File: config.mk
export PLATFORM = sky130hd
export DESIGN_NAME = mac_operand_sequencer_flat
export DESIGN_NICKNAME = d
export VERILOG_FILES = /design/src/rtl/mac_operand_sequencer_pkg.sv /design/src/rtl/mac_operand_sequencer_if.sv /design/src/rtl/mac_operand_sequencer_sync_fifo.sv /design/src/rtl/mac_operand_sequencer.sv /design/src/flat_wrapper.sv
export SDC_FILE = /design/constraint.sdc
export NUM_CORES = 1
export LEC_CHECK = 0
export BUFFER_PORTS_ARGS = -buffer_cell sky130_fd_sc_hd__buf_2
export CAP_MARGIN = 20
export CELL_PAD_IN_SITES_DETAIL_PLACEMENT = 1
export CELL_PAD_IN_SITES_GLOBAL_PLACEMENT = 1
export CORE_MARGIN = 2
export CORE_UTILIZATION = 53
export CTS_CLUSTER_SIZE = 10
export DETAILED_ROUTE_END_ITERATION = 7
export GPL_TIMING_DRIVEN = 0
export HOLD_SLACK_MARGIN = 0.15
export PLACE_DENSITY = 0.79
export SYNTH_ARGS = -nofsm -noshare
export SYNTH_HDL_FRONTEND = slang
export SYNTH_SLANG_ARGS = --single-unit
File: constraint.sdc
create_clock -name clk_i -period 5.3 [get_ports clk_i]
set_clock_uncertainty 0.2 [all_clocks]
set_input_delay 1.59 -clock clk_i [delete_from_list [all_inputs] [get_ports clk_i]]
set_output_delay 1.59 -clock clk_i [all_outputs]
set_load 0.005 [all_outputs]
File: src/rtl/mac_operand_sequencer_pkg.sv
// Shared sizing, FSM state type and FIFO entry layout for the MAC operand sequencer.
package mac_operand_sequencer_pkg;

   localparam int DATA_W    = 16;
   localparam int GROUP_LEN = 4;
   localparam int DEPTH     = 8;

   typedef enum logic [1:0] {
      IDLE,
      RUN,
      PAD
   } seq_state_t;

   typedef struct packed {
      logic              last;
      logic [DATA_W-1:0] a;
      logic [DATA_W-1:0] b;
   } fifo_entry_t;

endpackage

File: src/rtl/mac_operand_sequencer_if.sv
// Operand stream in, MAC slot stream out; master is the environment, slave the sequencer.
interface mac_operand_sequencer_if;
   import mac_operand_sequencer_pkg::*;

   logic              in_valid;
   logic              in_ready;
   logic [DATA_W-1:0] in_a;
   logic [DATA_W-1:0] in_b;
   logic              in_last;
   logic              out_stall;
   logic [DATA_W-1:0] a;
   logic [DATA_W-1:0] b;
   logic              ce;
   logic              grp_first;
   logic              grp_last;
   logic              frame_done;

   modport master (
      output in_valid, in_a, in_b, in_last, out_stall,
      input  in_ready, a, b, ce, grp_first, grp_last, frame_done
   );

   modport slave (
      input  in_valid, in_a, in_b, in_last, out_stall,
      output in_ready, a, b, ce, grp_first, grp_last, frame_done
   );
endinterface

File: src/rtl/mac_operand_sequencer_sync_fifo.sv
// Register-array FIFO holding {last,a,b}; the head is visible as soon as an entry lands.
module mac_operand_sequencer_sync_fifo
   import mac_operand_sequencer_pkg::*;
(
   input  logic        clk_i,
   input  logic        rst_ni,
   input  logic        push_i,
   input  fifo_entry_t wdata_i,
   input  logic        pop_i,
   output fifo_entry_t rdata_o,
   output logic        full_o,
   output logic        empty_o
);
   localparam int PTR_W = $clog2(DEPTH);

   fifo_entry_t      mem_q [DEPTH];
   logic [PTR_W-1:0] wr_ptr_q;
   logic [PTR_W-1:0] rd_ptr_q;
   logic [PTR_W:0]   count_q;
   logic             do_push;
   logic             do_pop;

   assign do_pop  = pop_i && !empty_o;
   assign do_push = push_i && (!full_o || do_pop);
   assign full_o  = (count_q == (PTR_W+1)'(DEPTH));
   assign empty_o = (count_q == '0);
   assign rdata_o = mem_q[rd_ptr_q];

   always_ff @(posedge clk_i) begin
      if (do_push) mem_q[wr_ptr_q] <= wdata_i;
   end

   always_ff @(posedge clk_i) begin
      if (!rst_ni) begin
         wr_ptr_q <= '0;
         rd_ptr_q <= '0;
         count_q  <= '0;
      end else begin
         if (do_push) wr_ptr_q <= wr_ptr_q + 1'b1;
         if (do_pop)  rd_ptr_q <= rd_ptr_q + 1'b1;
         count_q <= count_q + (PTR_W+1)'(do_push) - (PTR_W+1)'(do_pop);
      end
   end
endmodule

File: src/rtl/mac_operand_sequencer.sv
// Feeds the MAC fixed-length accumulation groups from a buffered operand stream,
// zero-padding the final group of each frame.
//
//   state | meaning
//   IDLE  | between frames, slot is 0
//   RUN   | inside a frame, issuing operand pairs (bubble when FIFO empty)
//   PAD   | frame ended early in a group, issuing zero slots until its last slot
module mac_operand_sequencer
   import mac_operand_sequencer_pkg::*;
(
   input  logic                    clk_i,
   input  logic                    rst_ni,
   mac_operand_sequencer_if.slave  bus
);
   localparam int                SLOT_W    = $clog2(GROUP_LEN);
   localparam logic [SLOT_W-1:0] SLOT_LAST = SLOT_W'(GROUP_LEN - 1);

   fifo_entry_t       head;
   fifo_entry_t       wr_entry;
   logic              fifo_full;
   logic              fifo_empty;
   logic              push;
   logic              pop;
   logic              slot_end;
   logic [SLOT_W-1:0] slot_d;

   seq_state_t        state_q;
   logic [SLOT_W-1:0] slot_q;
   logic [DATA_W-1:0] a_q;
   logic [DATA_W-1:0] b_q;
   logic              ce_q;
   logic              first_q;
   logic              last_q;
   logic              done_q;

   assign bus.in_ready = rst_ni && !fifo_full;
   assign push         = bus.in_valid && bus.in_ready;
   assign pop          = !bus.out_stall && !fifo_empty && (state_q != PAD);
   assign wr_entry     = '{last: bus.in_last, a: bus.in_a, b: bus.in_b};
   assign slot_end     = (slot_q == SLOT_LAST);
   assign slot_d       = slot_end ? '0 : slot_q + 1'b1;

   mac_operand_sequencer_sync_fifo u_fifo (
      .clk_i   (clk_i),
      .rst_ni  (rst_ni),
      .push_i  (push),
      .wdata_i (wr_entry),
      .pop_i   (pop),
      .rdata_o (head),
      .full_o  (fifo_full),
      .empty_o (fifo_empty)
   );

   always_ff @(posedge clk_i) begin
      if (!rst_ni) begin
         state_q <= IDLE;
         slot_q  <= '0;
         a_q     <= '0;
         b_q     <= '0;
         ce_q    <= 1'b0;
         first_q <= 1'b0;
         last_q  <= 1'b0;
         done_q  <= 1'b0;
      end else begin
         ce_q    <= 1'b0;
         first_q <= 1'b0;
         last_q  <= 1'b0;
         done_q  <= 1'b0;
         if (!bus.out_stall) begin
            unique case (state_q)
               IDLE, RUN: begin
                  if (!fifo_empty) begin
                     a_q     <= head.a;
                     b_q     <= head.b;
                     ce_q    <= 1'b1;
                     first_q <= (slot_q == '0);
                     last_q  <= slot_end;
                     slot_q  <= slot_d;
                     if (head.last && slot_end) begin
                        done_q  <= 1'b1;
                        state_q <= IDLE;
                     end else if (head.last) begin
                        state_q <= PAD;
                     end else begin
                        state_q <= RUN;
                     end
                  end
               end
               PAD: begin
                  a_q     <= '0;
                  b_q     <= '0;
                  ce_q    <= 1'b1;
                  first_q <= (slot_q == '0);
                  last_q  <= slot_end;
                  slot_q  <= slot_d;
                  if (slot_end) begin
                     done_q  <= 1'b1;
                     state_q <= IDLE;
                  end
               end
               default: state_q <= IDLE;
            endcase
         end
      end
   end

   assign bus.a          = a_q;
   assign bus.b          = b_q;
   assign bus.ce         = ce_q;
   assign bus.grp_first  = first_q;
   assign bus.grp_last   = last_q;
   assign bus.frame_done = done_q;
endmodule

File: src/flat_wrapper.sv
// flat-port wrapper written by rule: the top's interface ports become plain ports
module mac_operand_sequencer_flat import mac_operand_sequencer_pkg::*;
  (clk_i, rst_ni, bus_in_valid, bus_in_a, bus_in_b, bus_in_last, bus_out_stall, bus_in_ready, bus_a, bus_b, bus_ce, bus_grp_first, bus_grp_last, bus_frame_done);
  mac_operand_sequencer_if bus_i ();
  input  logic clk_i;
  input  logic rst_ni;
  input wire logic [$bits(bus_i.in_valid)-1:0] bus_in_valid;
  input wire logic [$bits(bus_i.in_a)-1:0] bus_in_a;
  input wire logic [$bits(bus_i.in_b)-1:0] bus_in_b;
  input wire logic [$bits(bus_i.in_last)-1:0] bus_in_last;
  input wire logic [$bits(bus_i.out_stall)-1:0] bus_out_stall;
  output wire logic [$bits(bus_i.in_ready)-1:0] bus_in_ready;
  output wire logic [$bits(bus_i.a)-1:0] bus_a;
  output wire logic [$bits(bus_i.b)-1:0] bus_b;
  output wire logic [$bits(bus_i.ce)-1:0] bus_ce;
  output wire logic [$bits(bus_i.grp_first)-1:0] bus_grp_first;
  output wire logic [$bits(bus_i.grp_last)-1:0] bus_grp_last;
  output wire logic [$bits(bus_i.frame_done)-1:0] bus_frame_done;
  assign bus_i.in_valid = bus_in_valid;
  assign bus_i.in_a = bus_in_a;
  assign bus_i.in_b = bus_in_b;
  assign bus_i.in_last = bus_in_last;
  assign bus_i.out_stall = bus_out_stall;
  assign bus_in_ready = bus_i.in_ready;
  assign bus_a = bus_i.a;
  assign bus_b = bus_i.b;
  assign bus_ce = bus_i.ce;
  assign bus_grp_first = bus_i.grp_first;
  assign bus_grp_last = bus_i.grp_last;
  assign bus_frame_done = bus_i.frame_done;
  mac_operand_sequencer u_core (.clk_i(clk_i), .rst_ni(rst_ni), .bus(bus_i));
endmodule
Word level (Yosys, flattened, before mapping) --
Memories as Yosys holds them, arrays and structs flattened. A register that Yosys moved wholly into a read port is not among the register bits. Cells that the tools add are included.
Storage, ports and cells: register bits after elaboration 50, memory bits (writable) 264, bits of input ports 37, output and inout bits 37, memories kept 1
Memory list:
- u_core.u_fifo.mem_q | depth 8, bits a word 33, rd ports 1, clocked after memory_dff 1, write ports 1, RTL line mac_operand_sequencer_sync_fifo.sv:16 | fifo_entry_t mem_q [DEPTH];
Operators by class: add/sub/neg operators 5, eq/ne operators 7, muxes and demuxes 26, bitwise gates (word level) 2, reductions and logical operators 19
Operators with widths (count):
- $pmux W16 S2 | 2
- $mux W16 | 2
- $mux W2 | 6
- $mux W1 | 8
- $pmux W1 S2 | 4
- $pmux W2 S2 | 2
- $logic_and A1 B1 Y1 | 7
- $add A3 B1 Y3 const B | 2
- $mux W3 | 2
- $reduce_and A3 Y1 | 2
- $add A4 B1 Y4 | 1
- $eq A2 B2 Y1 const B | 2
- $eq A4 B4 Y1 const B | 1
- $logic_not A2 Y1 | 2
- $logic_not A4 Y1 | 1
- $ne A2 B2 Y1 const B | 2
- $reduce_or A2 Y1 | 2
- $sub A4 B1 Y4 | 1
- $logic_not A1 Y1 | 3
- $add A2 B1 Y2 const B | 1
- $eq A2 B1 Y1 const B | 1
- $ne A2 B1 Y1 const B | 1
- $not A1 Y1 | 2
- $reduce_bool A2 Y1 | 1
- $logic_or A1 B1 Y1 | 1

Depth between registers and ports, before layout --
depth after elaboration 9, mapped depth 12, gate-level depth less buffers 12

Modules after synthesis --
Synthesis repeated with hierarchy kept, for this count alone.
Unflattened totals: cells, all modules 586, area, all modules 12091.6 um^2
Modules (own cells, without submodules):
- mac_operand_sequencer_sync_fifo | instances 1, cells an instance 474, area each 10715.3 um^2, seq. area each 8187.9 um^2
- mac_operand_sequencer | instances 1, cells an instance 112, area each 1376.3 um^2, seq. area each 800.8 um^2

Least setup slack after synthesis --
No wires, ideal clock.
kind input port to flip-flop, start point input port bus_in_valid, end point memory u_core.u_fifo.mem_q[0][0] (netlist name), enable pin, setup time 464 ps, arrival time 4241 ps, slack 395 ps, stages 3, buffers on the path 0, path through o311a_1 -> nand2b_1 -> nor3_1
Between the ends: cells in the longest elaborated chain, start to end 4
RTL lines:
- start: declaration | RTL line flat_wrapper.sv:7 | input wire logic [$bits(bus_i.in_valid)-1:0] bus_in_valid;
- $logic_and A1 B1 Y1 | RTL line mac_operand_sequencer.sv:37 | assign push = bus.in_valid && bus.in_ready;
- $logic_and A1 B1 Y1 | RTL line mac_operand_sequencer_sync_fifo.sv:24 | assign do_push = push_i && (!full_o || do_pop);
- $mux W1 | RTL line mac_operand_sequencer_sync_fifo.sv:30 | if (do_push) mem_q[wr_ptr_q] <= wdata_i;
- $mux W1 (implied by the code) | RTL line mac_operand_sequencer_sync_fifo.sv:30
- end: declaration | RTL line mac_operand_sequencer_sync_fifo.sv:16
No other way between the ends.

Worst setup path in the final report --
start point input port rst_ni, end point output port bus_in_ready
Between the ends: cells in the longest elaborated chain, start to end 1
RTL lines:
- start: declaration | RTL line flat_wrapper.sv:6 | input logic rst_ni;
- $logic_and A1 B1 Y1 | RTL line mac_operand_sequencer.sv:36 | assign bus.in_ready = rst_ni && !fifo_full;
- end: declaration | RTL line flat_wrapper.sv:12 | output wire logic [$bits(bus_i.in_ready)-1:0] bus_in_ready;
No other way between the ends.

==> PnR_summary.wiki <==
{| class="wikitable"
! Metric !! Value
|-
| Violation count after the first detailed-routing iteration || 372
|-
| Sinks on Clock Net || 317
|-
| Most used cells in the layout excluding fill and tap cells || edfxtp_1 (264), buf_2 (83), mux4_2 (66)
|-
| Worst-path fanout max || 10
|-
| Die Footprint || 0.02340 mm²
|-
| Vias per std cell || 6.052
|-
| Tightest Hold Check Type || reg2reg
|-
| Final slew viol count || 0
|-
| Slew at the pin closest to its max-slew limit || 1.041 ns
|-
| Setup bufs post-CTS || 0
|-
| Post-cts resize count || 0
|-
| Share of the yosys chip area belonging to registers || 0.7643
|-
| EDFF count, synth || 264
|-
| Number of antenna violations at the first check in global routing || 2
|-
| Kind of capture point of the worst setup path || output pin
|-
| Final-layout worst hold slack || 0.2865 ns
|-
| Total number of placement rows || 54
|-
| FMAX || 215.7 MHz
|-
| Via count || 5991
|-
| Root buffer cell || clkbuf_16
|-
| CTS tree || built
|-
| Pwr per Cell Area || 459.1 mW/mm²
|-
| Result of the run || completed
|-
| Antenna Nets Post-Route || 0
|-
| DRC || 0
|-
| Series of cell instances along the critical path || buf_2 > clkbuf_1 > clkbuf_1 > o31a_1 > buf_2
|-
| Ratio of cells with drive above 1 in the final layout || 0.3103
|-
| Number of buffer and inverter stages on the critical path || 4
|-
| Final count of negative-setup-slack endpoints || 0
|-
| Largest delay share family, worst path || buffers and inverters
|-
| Worst slew margin relative to its limit || 0.3025
|-
| RSZ-0062 raised after global routing || false
|-
| Die span in x || 153.0 µm
|-
| Starting Density || 0.5389
|-
| Number of global-route vias before repair || 6692
|-
| Post-route clock period utilization || 0.8748
|-
| WS Path Type || in2out
|-
| Largest net degree at the start of global routing || 26
|-
| Standby leakage power || 4.778 nW
|-
| Drt pass-1 iters || 5
|-
| Required time worst endpoint || 3.51 ns
|-
| Warnings, synthesis || 0
|-
| Filler Cells Inserted || 1838
|-
| Placed cells || 927
|-
| Floorplan Core Area || 0.02182 mm²
|-
| Worst-case vdd ir drop || 258.2 µV
|-
| Signal arrival time at the worst endpoint || 2.85 ns
|-
| Buffers from clock root to sink, at most || 3
|-
| I/O Buffers || 73
|-
| Clk_lat worst skew || 0.51 ns
|-
| Final critical delay including setup and external delays || 4.637 ns
|-
| Area Overhead vs Synth || 17.22%
|-
| Final net count || 734
|-
| Share of synthesized registers carrying an async set or reset || 0
|-
| Worst R2R Setup Slack || 2.27 ns
|-
| Hold buffer count at CTS || 0
|-
| Clock input transition at the sequential cells of the worst setup and hold paths || 0.05 ns
|-
| GRT overflow || 0
|-
| Number of H-tree branching levels || 2
|-
| Post-synthesis average cell area || 20.96 µm²
|-
| Y dimension of the die || 153.0 µm
|-
| Sort of element at the start of the critical path || input port
|-
| Nets in the synthesized netlist || 609
|-
| Number of standard cells after synthesis || 561
|-
| Clock buffer count from CTS || 37
|-
| Most common library cell in the layout ignoring fill and taps || edfxtp_1
|-
| Finished Layout Cells || 990
|-
| Global-route wire length before repair || 41000 µm
|-
| All-Layer GR Usage || 0.2364
|-
| Routed WL || 26740 µm
|-
| HPWL after detailed placement || 16770 µm
|-
| Number of distinct library cells after synthesis || 37
|-
| Area of the mapped netlist || 0.01176 mm²
|-
| Average wire per standard cell || 27.01 µm
|-
| Primary FF master, synth || edfxtp_1
|-
| Number of ports placed on the die boundary || 74
|-
| Count of endpoints failing hold in the final timing report || 0
|-
| Final RePlAce weighted congestion || 0.7532
|-
| Synth Register Bits || 317
|-
| Max-cap violations || 0
|-
| Worst path max stage delay || 0.40 ns
|-
| Critical Path Slowest Stage Cell || clkbuf_1
|}
state kept, by name, indices dropped and copies added, names as in the netlist, named ones only:
name,count
u_core.slot_q,2
u_core.bus.frame_done,1
u_core.bus.b,16
u_core.u_fifo.wr_ptr_q,3
u_core.bus.grp_last,1
u_core.u_fifo.count_q,4
u_core.state_q,2
u_core.bus.ce,1
u_core.bus.grp_first,1
u_core.bus.a,16
u_core.u_fifo.rd_ptr_q,3
u_core.u_fifo.mem_q,264
through the flow:
step / setup WS, ns / power [mW] / area, µm² / util / TNS, ns
after detailed placement: 0.6790 / 4.138 / 12730 / 0.5834 / 0
after global placement: -2.274 / 4.055 / 12480 / 0.5717 / -210.37
after CTS: 0.6411 / 6.395 / 13780 / 0.6316 / 0
after global routing: 0.5437 / 6.579 / 13780 / 0.6316 / 0
final: 0.6635 / 6.329 / 13790 / 0.6318 / 0
after floorplan: 0.3947 / 3.740 / 11760 / - / 0
cells by family (layout without fill, tap and decap cells):
kind of cell / Yosys count / after routing / synth area share
buf+inv: 39 / 187 / 0.01670
compound gates: 43 / 43 / 0.03436
xor+xnor: 4 / 4 / 0.002979
mux: 71 / 71 / 0.1307
other cells: 0 / 1 / 0
fa+ha+maj: 11 / 11 / 0.01234
simple gates: 76 / 76 / 0.03862
flops: 317 / 317 / 0.7643
cell usage after synthesis (2+ instances only):
library cell,number,share of area
nor2_1,8,0.0026
mux4_2,66,0.13
mux2i_1,4,0.0034
o211ai_1,2,0.0013
a221o_1,32,0.027
xor2_1,3,0.0022
clkbuf_1,14,0.0045
nand2_1,8,0.0026
dfxtp_1,53,0.090
nor3_1,3,0.0013
nor2b_1,6,0.0032
nor4b_1,2,0.0015
ha_1,10,0.011
buf_2,10,0.0043
and2_1,7,0.0037
buf_6,5,0.0048
inv_1,9,0.0029
nand2b_1,3,0.0016
o21ai_1,2,0.00085
and3_1,34,0.018
edfxtp_1,264,0.67
routing by layer:
metal	share of wire	global-route usage	up-vias
met5	0.0010	0	-
met4	0.027	0.08598	4
met3	0.053	0.04962	63
met2	0.51	0.3963	202
met1	0.41	0.3103	3154
li1	-	-	2568
report_power, final:
part,internal [mW],total (mW),leakage (nW),switching [mW]
Sequential,2.87,2.98,2.82,0.110
Combinational,0.549,1.11,1.46,0.558
Clock,1.33,2.24,0.502,0.916
worst register-to-register path, cell delays in order, from the launching register on:
cell,delay [ns]
dfxtp_1,0.30
inv_1,0.07
ha_1,0.20
inv_1,0.07
o311a_1,0.28
nand2b_1,0.28
nor3_2,0.86
buf_6,0.29
buf_8,0.17
path summary, 6_finish.rpt:
check,startpoint,endpoint,cells past startpoint
hold reg to reg,u_core.bus.b[11]$_SDFFE_PN0P_,u_core.bus.b[11]$_SDFFE_PN0P_,1
hold / removal,u_core.bus.b[11]$_SDFFE_PN0P_,u_core.bus.b[11]$_SDFFE_PN0P_,1
setup reg to reg,u_core.u_fifo.count_q[2]$_SDFF_PN0_,u_core.u_fifo.mem_q[0][0]$_DFFE_PP_,8
setup / recovery,rst_ni,bus_in_ready,5
layout make-up:
cell class / count / area [µm²] / area share
Sequential cell: 317 / 8989 / 0.6520
Multi-Input combinational cell: 205 / 2631 / 0.1909
Clock buffer: 61 / 1037 / 0.07523
Timing Repair Buffer: 86 / 564.3 / 0.04093
Tap cell: 280 / 350.3 / 0.02541
Buffer: 29 / 158.9 / 0.01153
Inverter: 10 / 37.54 / 0.002723
Clock inverter: 1 / 16.27 / 0.001180
Antenna cell: 1 / 2.502 / 0.0001815
No activity file was read; power rests on OpenSTA's default activity.
